==> src/rtl/instruction_fetch.sv <==
`default_nettype none
// ============================================================================
// Module   : instruction_fetch
// Brief    : Single-outstanding instruction fetch unit with a 2-entry queue.
//            Flush discards queued and in-flight fetches.
// Revision : 1.0 - initial release
// ============================================================================
module instruction_fetch (
   input  logic        clk,
   input  logic        reset,
   input  logic [31:0] pc_addr,
   input  logic        pc_valid,
   output logic        pc_ready,
   input  logic        flush,
   output logic        mem_req,
   output logic [31:0] mem_addr,
   input  logic        mem_ack,
   input  logic [31:0] mem_rdata,
   output logic        instr_valid,
   input  logic        instr_ready,
   output logic [31:0] instr_out,
   output logic [31:0] instr_pc,
   output logic        misalign_err
);

   localparam logic [1:0] c_IDLE  = 2'd0;
   localparam logic [1:0] c_REQ   = 2'd1;
   localparam logic [1:0] c_DRAIN = 2'd2;

   logic [1:0]  r_state;
   logic        r_mem_req;
   logic [31:0] r_mem_addr;
   logic        r_misalign;
   logic [1:0]  r_count;
   logic        r_wr_ptr;
   logic        r_rd_ptr;
   logic [31:0] r_q_pc    [2];
   logic [31:0] r_q_instr [2];

   logic w_xfer;
   logic w_aligned;
   logic w_push;
   logic w_pop;
   logic w_not_empty;

   assign w_not_empty = (r_count != 2'd0);
   assign w_aligned   = (pc_addr[1:0] == 2'b00);

   // Ready is forced low during reset so nothing is accepted mid-reset.
   assign pc_ready = reset & (r_state == c_IDLE) & (r_count < 2'd2)
                     & ~flush & ~r_misalign;
   assign w_xfer   = pc_valid & pc_ready;
   assign w_push   = (r_state == c_REQ) & mem_ack & ~flush;
   assign w_pop    = w_not_empty & instr_ready & ~flush;

   assign mem_req      = r_mem_req;
   assign mem_addr     = r_mem_addr;
   assign misalign_err = r_misalign;
   assign instr_valid  = w_not_empty;
   assign instr_out    = w_not_empty ? r_q_instr[r_rd_ptr] : 32'd0;
   assign instr_pc     = w_not_empty ? r_q_pc[r_rd_ptr]    : 32'd0;

   always_ff @(posedge clk) begin
      if (!reset) begin
         r_state    <= c_IDLE;
         r_mem_req  <= 1'b0;
         r_mem_addr <= 32'd0;
      end else begin
         case (r_state)
            c_IDLE: begin
               if (w_xfer && w_aligned) begin
                  r_state    <= c_REQ;
                  r_mem_req  <= 1'b1;
                  r_mem_addr <= pc_addr;
               end
            end
            c_REQ: begin
               if (mem_ack) begin
                  r_state   <= c_IDLE;
                  r_mem_req <= 1'b0;
               end else if (flush) begin
                  r_state <= c_DRAIN;
               end
            end
            c_DRAIN: begin
               // Request stays on the bus until the discarded response returns.
               if (mem_ack) begin
                  r_state   <= c_IDLE;
                  r_mem_req <= 1'b0;
               end
            end
            default: begin
               r_state   <= c_IDLE;
               r_mem_req <= 1'b0;
            end
         endcase
      end
   end

   always_ff @(posedge clk) begin
      if (!reset) begin
         r_misalign <= 1'b0;
      end else if (flush) begin
         r_misalign <= 1'b0;
      end else if (w_xfer && !w_aligned) begin
         r_misalign <= 1'b1;
      end
   end

   always_ff @(posedge clk) begin
      if (!reset) begin
         r_count      <= 2'd0;
         r_wr_ptr     <= 1'b0;
         r_rd_ptr     <= 1'b0;
         r_q_pc[0]    <= 32'd0;
         r_q_pc[1]    <= 32'd0;
         r_q_instr[0] <= 32'd0;
         r_q_instr[1] <= 32'd0;
      end else if (flush) begin
         r_count  <= 2'd0;
         r_wr_ptr <= 1'b0;
         r_rd_ptr <= 1'b0;
      end else begin
         if (w_push) begin
            r_q_pc[r_wr_ptr]    <= r_mem_addr;
            r_q_instr[r_wr_ptr] <= mem_rdata;
            r_wr_ptr            <= ~r_wr_ptr;
         end
         if (w_pop) begin
            r_rd_ptr <= ~r_rd_ptr;
         end
         case ({w_push, w_pop})
            2'b10:   r_count <= r_count + 2'd1;
            2'b01:   r_count <= r_count - 2'd1;
            default: r_count <= r_count;
         endcase
      end
   end

endmodule
`default_nettype wire
==> config.mk <==
export PLATFORM = sky130hd
export DESIGN_NAME = instruction_fetch
export DESIGN_NICKNAME = d
export VERILOG_FILES = /design/src/rtl/instruction_fetch.sv
export SDC_FILE = /design/constraint.sdc
export NUM_CORES = 1
export LEC_CHECK = 0
export CAP_MARGIN = 10
export CORE_MARGIN = 3
export CORE_UTILIZATION = 50
export CTS_CLUSTER_SIZE = 30
export DETAILED_ROUTE_END_ITERATION = 7
export PLACE_DENSITY = 0.79
export RECOVER_POWER = 100
export SETUP_SLACK_MARGIN = 0.1
export SYNTH_ARGS = -nofsm -noshare
export SYNTH_HDL_FRONTEND = slang
export SYNTH_SLANG_ARGS = --single-unit
export TNS_END_PERCENT = 1
==> constraint.sdc <==
create_clock -name clk -period 8.57 [get_ports clk]
set_clock_uncertainty 0.2 [all_clocks]
set_input_delay 1.714 -clock clk [delete_from_list [all_inputs] [get_ports clk]]
set_output_delay 1.714 -clock clk [all_outputs]
set_load 0.03 [all_outputs]
==> results.md <==
- Status: finished with violations
- Violated checks: max-capacitance violations, max-slew violations
- Antenna violations before repair: 0
- Worst-Margin Slew: 3.808 ns
- Fmax: ~150 MHz
- Leak Pwr: ~0.0036 uW
- Yosys cell types: 30
- Fraction of registers with async set/reset: 0%
- Crit share post-route: between 70 and 80%
- Post-DR wirelength/cell: between 15 and 20 um
- Power per cell area: about 190 nW/um2
- Fill count: 1,044
- Post-synthesis sequential area ratio: 63.51%
- Data arrival, critical path: approximately 4.7 ns
- Hold_sp: mem_addr[30]$_SDFFE_PN0P_
- Post-CTS Setup Bufs: 0
- Slew Limit Fails: about 210
- Critical path peak fanout: 64
- Final WL: 15,880 um
- Die Area: between 15,000 and 20,000 um2
- Top FF cell, synth: edfxtp_1
- Die height: about 130 um
- Hold buffer count at CTS: 0
- Antenna diodes: 0
- Effective utilization at floorplan: about half
- Row count: 43
- # resized after CTS: 0
- First-pass GRT wire length: 25,100 um
- Initial DRT Pass Iterations: 4
- Pwr Total: between 1500 and 2000 uW
- Number of global-route vias before repair: between 5,000 and 6,000
- Cts bufs inserted: 17
- Synthesized area per cell: about 12 um2
- Clock Sinks: 169
- Critical path class: register to output pin
- Top Ports: between 150 and 200
- Post-DP HPWL: 10,240 um
- Crit path capture type: output pin
- Via count: ~4,900
- Clock root cell: clkbuf_16
- Fin crit period: approximately 6.6 ns
- Core area: approximately 14,000 um2
- Synth warnings: 0
- Launching point of the worst reg2reg path: r_state[1]$_SDFFE_PN0P_
- # DRC: 0
- Worst skew pair latency: just over 0.4 ns
- CTS max path bufs: 2
- Worst min-delay path class: register to register
- Gate Count Post-Synth: roughly 600
- Net Count, Synth: between 600 and 700
- Share of layout cells above drive strength 1: 5.032%
- Setup TNS: 0 ns
- Cell area after synthesis: 7345 um2
- DIE WIDTH: between 100 and 150 um
- Unrepaired setup endpoints after global routing: false
- FF+latch count, synth: 169
- Largest net degree at the start of global routing: 65
- Area delta synth->final: 31.91%
- Drt via density: roughly 5.1
- Post-route ant nets: 0
- DRT iter0 DRCs: between 300 and 400
- Clock-pin slew on the worst setup and hold paths: approximately 0.060 ns
- CTS tree: done
- Finish-stage setup viols: 0
- RePlAce Congestion: about 0.77
- H-tree Lvls: 4
- Max_cap viols: 6
- Req. time, crit path: between 6 and 7 ns
- Grt total ovfl: 0
- Slew headroom: -154.2%
- Number of synthesized flops with an enable pin: approximately 130
- Worst setup SP type: register
- Port Buffers: approximately 170
- Gr usage total: 19.84%
- Hold Vio Cnt, Final: 0
- Nets: between 800 and 900
- Max IR drop VDD: 0.1199 mV
## worst max-delay path: stages, from the launching register on
cell           delay (ns)
dfxtp_1              2.93
mux2i_1              0.29
nor2_1               0.28
dlygate4sd3_1        0.77
## power breakdown
group | switching, uW | leakage [uW] | internal, uW
registers | 16.4 | 0.00165 | 927
clock network | 289 | 0.000278 | 417
logic | 97.9 | 0.00166 | 72.9
## cells in the final DEF, fill, tap and decap left out, types with 18 or more instances in the layout
cell type,n
and2_0,59
clkdlybuf4s50_1,71
nand2_1,69
dfxtp_1,41
mux2i_1,66
clkbuf_16,18
edfxtp_1,128
and2_1,70
dlygate4sd3_1,98
a21boi_0,27
nor2_1,72
## layout make-up
type	count	area (um2)	share of cell area, %
multi-input combinational	395	2490	25.70
clock buffer	25	516.7	5.334
inverter	4	15.01	0.1550
clock inverter	7	38.79	0.4004
tap	180	225.2	2.325
timing repair buffer	175	1738	17.94
sequential	169	4664	48.15
## per-stage QoR
| step | setup slack (ns) | hold WS, ns | util (%) | area, um2 | std cells |
|---|---|---|---|---|---|
| after detailed placement | 3.236 | 0.2691 | 64.75 | 9163 | 922 |
| after global placement | 3.297 | 0.2616 | 64.75 | 9163 | 922 |
| after CTS | 3.228 | 0.2774 | 68.68 | 9718 | 954 |
| final | 1.960 | 0.2895 | 68.47 | 9688 | 955 |
| after floorplan | 1.299 | 0.2515 | - | 7345 | 604 |
| after global routing | 1.604 | 0.3108 | 68.47 | 9688 | 955 |
## synthesized netlist by cell type (4+ instances only)
master	n	share of area [%]
and2_1	129	11
edfxtp_1	128	52
nor2_1	72	3.7
nand2_1	69	3.5
mux2i_1	66	9.0
dfxtp_1	41	11
a21boi_1	30	3.1
clkbuf_1	18	0.92
buf_2	10	0.68
buf_1	5	0.26
ha_1	5	0.85
o21ai_0	4	0.27
## cell families after synthesis
family                     after synthesis  synth area share (%)
AOI/OAI and AO/OA                       38                 3.833
xor gates and xnor gates                 4                0.4771
adders and majority gates                5                0.8518
buffers and inverters                   40                 2.521
DFF                                    169                 63.51
muxes                                   66                 8.995
and+or+nand+nor                        282                 19.81
## routing by layer
| layer | share of wire (%) | track usage, % |
|---|---|---|
| met5 | 0 | 0 |
| met4 | 1.5 | 6.309 |
| met2 | 50 | 33.62 |
| met1 | 43 | 24.96 |
| met3 | 6.3 | 5.309 |
## sequential cells by signal (all words and copies together), names as in the netlist, named ones only
register	cells
r_q_instr	64
r_q_pc	64
mem_addr	32
r_count	2
r_state	2
mem_req	1
misalign_err	1
r_rd_ptr	1
r_wr_ptr	1
## final timing paths
kind                            endpoint  slack [ns]  cells after the start
max                         instr_pc[16]        1.96                      3
min            mem_addr[30]$_SDFFE_PN0P_        0.29                      2
max reg2reg  r_q_pc[0][18]$_SDFFCE_PN0P_        4.64                      5
min reg2reg    mem_addr[30]$_SDFFE_PN0P_        0.29                      2
Note: power is estimated with default switching activity, not from simulation.
